[config.mk]
export PLATFORM = sky130hd
export DESIGN_NAME = neurosync_nback
export DESIGN_NICKNAME = d
export VERILOG_FILES = /design/src/rtl/neurosync_nback.sv
export SDC_FILE = /design/constraint.sdc
export NUM_CORES = 1
export LEC_CHECK = 0
export BUFFER_PORTS_ARGS = -buffer_cell sky130_fd_sc_hd__buf_4
export CORE_MARGIN = 2
export CORE_UTILIZATION = 60
export CTS_CLUSTER_SIZE = 10
export DETAILED_ROUTE_END_ITERATION = 8
export MAX_ROUTING_LAYER = met4
export PLACE_DENSITY = 0.8
export REMOVE_ABC_BUFFERS = 1
export SETUP_SLACK_MARGIN = 0.4
export SYNTH_ARGS = -nofsm -noshare
export SYNTH_HDL_FRONTEND = slang
export SYNTH_SLANG_ARGS = --single-unit
[constraint.sdc]
create_clock -name clock -period 3.8 [get_ports clock]
set_input_delay 0.76 -clock clock [delete_from_list [all_inputs] [get_ports clock]]
set_output_delay 0.76 -clock clock [all_outputs]
set_load 0.02 [all_outputs]
[src/rtl/neurosync_nback.sv]
// N-back reaction-game core: shows a pseudo-random one-hot stimulus per round and
// scores button presses against the stimulus shown n rounds earlier.
module neurosync_nback #(
    parameter int unsigned N_CH   = 4,
    parameter int unsigned DEPTH  = 4,
    parameter int unsigned ROUNDS = 16,
    parameter int unsigned T_SHOW = 1000,
    parameter int unsigned T_RESP = 3000,
    parameter logic [15:0] SEED   = 16'hACE1,
    localparam int unsigned NW    = (DEPTH > 2) ? $clog2(DEPTH) : 1
) (
    input  logic            clock,
    input  logic            reset,
    input  logic            jogar,
    input  logic [NW-1:0]   nivel,
    input  logic [N_CH-1:0] botoes,
    output logic [N_CH-1:0] leds,
    output logic            pronto,
    output logic            timeout,
    output logic [7:0]      acertos,
    output logic [7:0]      rodada,
    output logic [3:0]      db_estado
);

    localparam int unsigned IW   = $clog2(N_CH);
    localparam int unsigned TMAX = (T_SHOW > T_RESP) ? T_SHOW : T_RESP;
    localparam int unsigned TW   = $clog2(TMAX + 1);
    localparam int unsigned HW   = $clog2(DEPTH + 1);

    localparam logic [2:0] INICIAL = 3'd0;
    localparam logic [2:0] PREPARA = 3'd1;
    localparam logic [2:0] MOSTRA  = 3'd2;
    localparam logic [2:0] ESPERA  = 3'd3;
    localparam logic [2:0] COMPARA = 3'd4;
    localparam logic [2:0] PROXIMA = 3'd5;
    localparam logic [2:0] FIM_OK  = 3'd6;
    localparam logic [2:0] FIM_TO  = 3'd7;

    logic [2:0]      state;
    logic [2:0]      state_next;
    logic [15:0]     lfsr;
    logic [IW-1:0]   hist [0:DEPTH];
    logic [HW-1:0]   n_lat;
    logic [TW-1:0]   timer;
    logic [N_CH-1:0] botoes_prev;
    logic [N_CH-1:0] jog;

    logic [15:0]     lfsr_step_c;
    logic [IW-1:0]   idx_c;
    logic [IW-1:0]   target_c;
    logic            jogada_c;
    logic            correct_c;
    logic            warm_c;
    logic [31:0]     n_inc_c;
    logic [HW-1:0]   n_sel_c;
    logic            timed_c;

    // Fibonacci x^16+x^14+x^13+x^11, shifting left
    assign lfsr_step_c = {lfsr[14:0], lfsr[15] ^ lfsr[13] ^ lfsr[12] ^ lfsr[10]};
    assign idx_c       = IW'(lfsr[7:0] % 8'(N_CH));
    assign target_c    = hist[n_lat];
    assign jogada_c    = (state == ESPERA) && (botoes != '0) && (botoes_prev == '0);
    assign correct_c   = (jog == (N_CH'(1) << target_c));
    assign warm_c      = (rodada < 8'(n_lat));
    assign n_inc_c     = 32'(nivel) + 32'd1;
    assign n_sel_c     = (n_inc_c > 32'(DEPTH)) ? HW'(DEPTH) : HW'(n_inc_c);
    assign timed_c     = (state == MOSTRA) || (state == ESPERA);
    assign db_estado   = {1'b0, state};

    always_ff @(posedge clock or negedge reset) begin
        if (!reset) begin
            state <= INICIAL;
        end else begin
            state <= state_next;
        end
    end

    always_comb begin
        state_next = state;
        case (state)
            INICIAL: if (jogar) state_next = PREPARA;
            PREPARA: state_next = MOSTRA;
            MOSTRA: begin
                if (timer == TW'(T_SHOW)) begin
                    state_next = warm_c ? PROXIMA : ESPERA;
                end
            end
            ESPERA: begin
                if (jogada_c) begin
                    state_next = COMPARA;
                end else if (timer == TW'(T_RESP - 1)) begin
                    state_next = FIM_TO;
                end
            end
            COMPARA: state_next = PROXIMA;
            PROXIMA: state_next = (rodada == 8'(ROUNDS - 1)) ? FIM_OK : MOSTRA;
            FIM_OK:  if (jogar) state_next = PREPARA;
            FIM_TO:  if (jogar) state_next = PREPARA;
            default: state_next = INICIAL;
        endcase
    end

    // Datapath: stimulus generation, history, scoring and round/timer bookkeeping
    always_ff @(posedge clock or negedge reset) begin
        if (!reset) begin
            lfsr        <= SEED;
            for (int i = 0; i <= int'(DEPTH); i++) hist[i] <= '0;
            n_lat       <= HW'(1);
            timer       <= '0;
            botoes_prev <= '0;
            jog         <= '0;
            leds        <= '0;
            pronto      <= 1'b0;
            timeout     <= 1'b0;
            acertos     <= '0;
            rodada      <= '0;
        end else begin
            botoes_prev <= botoes;
            pronto      <= (state_next == FIM_OK);
            timeout     <= (state_next == FIM_TO);

            if ((state_next != state) || !timed_c) begin
                timer <= '0;
            end else begin
                timer <= timer + TW'(1);
            end

            if ((state == MOSTRA) && (timer < TW'(T_SHOW))) begin
                leds <= N_CH'(1) << idx_c;
            end else begin
                leds <= '0;
            end

            if (state == INICIAL && jogar) begin
                lfsr  <= SEED;
                n_lat <= n_sel_c;
            end else if ((state == FIM_OK || state == FIM_TO) && jogar) begin
                n_lat <= n_sel_c;
            end else if (state_next == MOSTRA && state != MOSTRA) begin
                lfsr <= lfsr_step_c;
            end

            if (state == PREPARA) begin
                rodada  <= '0;
                acertos <= '0;
                for (int i = 0; i <= int'(DEPTH); i++) hist[i] <= '0;
            end

            // entry 0 holds the stimulus just shown
            if (state == MOSTRA && state_next != MOSTRA) begin
                for (int i = int'(DEPTH); i > 0; i--) hist[i] <= hist[i-1];
                hist[0] <= idx_c;
            end

            if (jogada_c) begin
                jog <= botoes;
            end

            if (state == COMPARA && correct_c && acertos != 8'hFF) begin
                acertos <= acertos + 8'd1;
            end

            if (state == PROXIMA && state_next == MOSTRA) begin
                rodada <= rodada + 8'd1;
            end
        end
    end

endmodule

==> results.txt <==
fmax: 392.2 MHz
r2r worst-path depth: 5
Hold Crit Start: lfsr[5]$_DFFE_PN1P_
vias after detailed routing: 2941
Post-synth EDFFs: 0
Reg clk slew, reported paths: 80 ps
area growth from synthesis to layout: 13.40%
share of post-route cells with drive strength above 1: 0.1837
H-tree depth: 3
residual DRC count: 0
metal3 WL: 246 um
clock sinks: 74
post-CTS sizing: 0
CTS buffer count: 9
WL/cell: 14.89 um
Seq/Total Area, Yosys: 0.4952
metal2 WL: 3.531 mm
grt total ovfl: 0
Crit Path Category: reg2reg
# Post-CTS Setup Buffers: 0
Comb pwr share: 0.275
Yosys top cell area share: 0.4323
TritonRoute pass-1 iters: 4
DRT met1 WL: 3.650 mm
Buffers on Ports: 33
worst setup margin: 1250 ps
Max Cap Violations: 0
dpl cells: 489
endpoints failing setup: 0
area leader, netlist: dfrtp_1
Hold WC Path Type: reg2reg
max incr delay on CP: 780 ps
fin nets: 441
hold path endpoint: lfsr[6]$_DFFE_PN1P_
number of global-route vias before repair: 2770
top_reg_cell synth: dfrtp_1
placed wire-length estimate: 5.084 mm
GPL Wtd Cong: 0.8227
final worst path period share: 0.6709
Rel. slew slack: 0.3362
Worst Hold Depth: 2
Worst-Margin Slew: 992.7 ps
first-pass GRT wire length: 12.90 mm
largest net degree at the start of global routing: 75
Tot GR Track Use: 0.2368
Clk pwr share: 0.275
Critical Path AT: 2790 ps
Synth area leaders: dfrtp_1, nand2_1, dfstp_2
Initial Util: 0.6280
Seq cells post-synth: 74
cell chain of the critical path: or4_1 -> o21a_1 -> o211ai_2 -> o21ai_0 -> a22o_1
Syn Std Cell Area: 3762 um^2
top sig layer: met4
final hold vios: 0
crit path max fanout: 27
initial antenna violation count: 0
r2r startpoint: rodada[6]$_DFFE_PN0P_
die width: 83.19 um
Root Driver: clkbuf_8
critical path's top delay family: compound AO/OA/AOI/OAI gates
Synth Warn #: 0
Vias/cell: 5.824
Tmin final: 2550 ps
commonest cells in the netlist: nand2_1, dfrtp_1, o21ai_0, nor2_1, nand3_1
largest buffer count on any clock path: 2
core area: 5991 um^2
WP data required: 4040 ps
CP max-delay cell: o211ai_2
reg2reg setup slack: 1250 ps
crit path capture type: flop
DIE HEIGHT: 83.19 um
max-slew violation count: 0
Peak VDD IR: 0.0003376 V
top-count cell post-synth: nand2_1
DRT Wirelength: 7.520 mm
DP Worst Slack: 1264 ps
part of the power in registers: 0.451
worst skew pair latency: 350 ps
setup TNS: 0 ps
Starting DRT DRC Count: 230
Worst Path Buf+Inv: 0
area of the multi-input gates: 1747 um^2
CTS tree: yes
run status: complete, no violations
Final Skew: 6.597 ps
Switching Fraction: 0.3580
post-route ant nets: 0
RSZ-0062 raised after global routing: no
Synth cell types: 59
Filler Cell Count: 464
Mapped Cells: 397
pwr dens: 608.2 nW/um^2
Sw Pwr: 929.0 uW
Ant. Diodes: 0
Hold Buf Count CTS: 0
overall die area: 6920 um^2
Int Power: 1666 uW
Ports: 35
total power: 2595 uW
Site Rows: 28
worst reg2reg endpoint: rodada[7]$_DFFE_PN0P_
Leak: 0.001979 uW
fin cells: 505
register area: 1863 um^2
Worst setup SP type: flop
Avg Cell Area, Syn: 9.477 um^2
Async SR Flop Fraction: 1.000
## layout make-up
cell class / count / area share
flip-flops and latches: 74 / 0.4367
multi-input cells: 286 / 0.4094
repair buffers: 33 / 0.05806
clock buffers: 11 / 0.03548
well taps: 75 / 0.02199
clock inverters: 5 / 0.01994
inverters: 21 / 0.01848
## kinds of logic after synthesis
family                     Yosys count  synth area share
buffers and inverters               37           0.04057
DFF                                 74            0.4952
other                                1         0.0009967
adders and majority gates            7           0.02328
muxes                               12           0.03392
AOI/OAI and AO/OA                   73            0.1453
and+or+nand+nor                    179            0.2281
xor gates and xnor gates            14           0.03259
## worst register-to-register path, delay by kind of cell, from the launching register on
| kind | cells | cell delay (ps) |
|---|---|---|
| flip-flops | 1 | 420 |
| AND/OR/NAND/NOR | 1 | 560 |
| AO/OA/AOI/OAI | 4 | 1450 |
## cell usage in the layout, fill, tap and decap left out, types with 7 or more instances in the layout
master,synthesis,routed
nand2_1,78,78
dfrtp_1,65,65
o21ai_0,35,35
buf_4,1,33
nor2_1,28,28
nand3_1,23,23
inv_1,21,21
and3_1,11,11
xnor2_1,11,11
clkbuf_8,0,11
dfstp_2,9,9
ha_1,7,7
## power by group through the flow
| stage | logic (uW) | clock network (uW) | registers (uW) |
|---|---|---|---|
| 2_1_floorplan | 487 | 0 | 1160 |
| 3_3_place_gp | 686 | 0 | 1170 |
| 3_5_place_dp | 713 | 0 | 1180 |
| 4_1_cts | 717 | 719 | 1160 |
| 5_1_grt | 802 | 757 | 1200 |
| 6_report | 713 | 712 | 1170 |
## state kept, by name, indices dropped and copies added (netlist names)
register / count
lfsr: 16
pronto: 1
timer: 12
hist: 10
state: 3
botoes_prev: 4
rodada: 8
acertos: 8
leds: 4
jog: 4
timeout: 1
n_lat: 3
## through the flow
step	utilization	area, um^2	hold WS, ps
after CTS	0.7122	4267	463.8
after global routing	0.7122	4267	476.0
after global placement	0.6727	4030	438.2
after floorplan	-	3689	432.6
after detailed placement	0.6727	4030	457.0
final	0.7122	4267	464.1
## how the worst max path moves through the flow
stage               cells past startpoint                    end  slack (ps)                   from
finish                                  5  rodada[7]$_DFFE_PN0P_        1250  rodada[6]$_DFFE_PN0P_
global route                            5  rodada[6]$_DFFE_PN0P_         990  rodada[6]$_DFFE_PN0P_
CTS                                     5  rodada[7]$_DFFE_PN0P_        1260  rodada[6]$_DFFE_PN0P_
detailed placement                      5  rodada[7]$_DFFE_PN0P_        1260  rodada[6]$_DFFE_PN0P_
global placement                        5  rodada[6]$_DFFE_PN0P_        1330  rodada[6]$_DFFE_PN0P_
floorplan                               5  rodada[6]$_DFFE_PN0P_        1510  rodada[6]$_DFFE_PN0P_
## layer usage
layer | up-vias | global-route usage
li1 | 1431 | -
met1 | 1444 | 0.3256
met2 | 56 | 0.3556
met3 | 10 | 0.05070
met4 | 0 | 0.07601
met5 | - | -
Power figures use the tool's default switching activity.
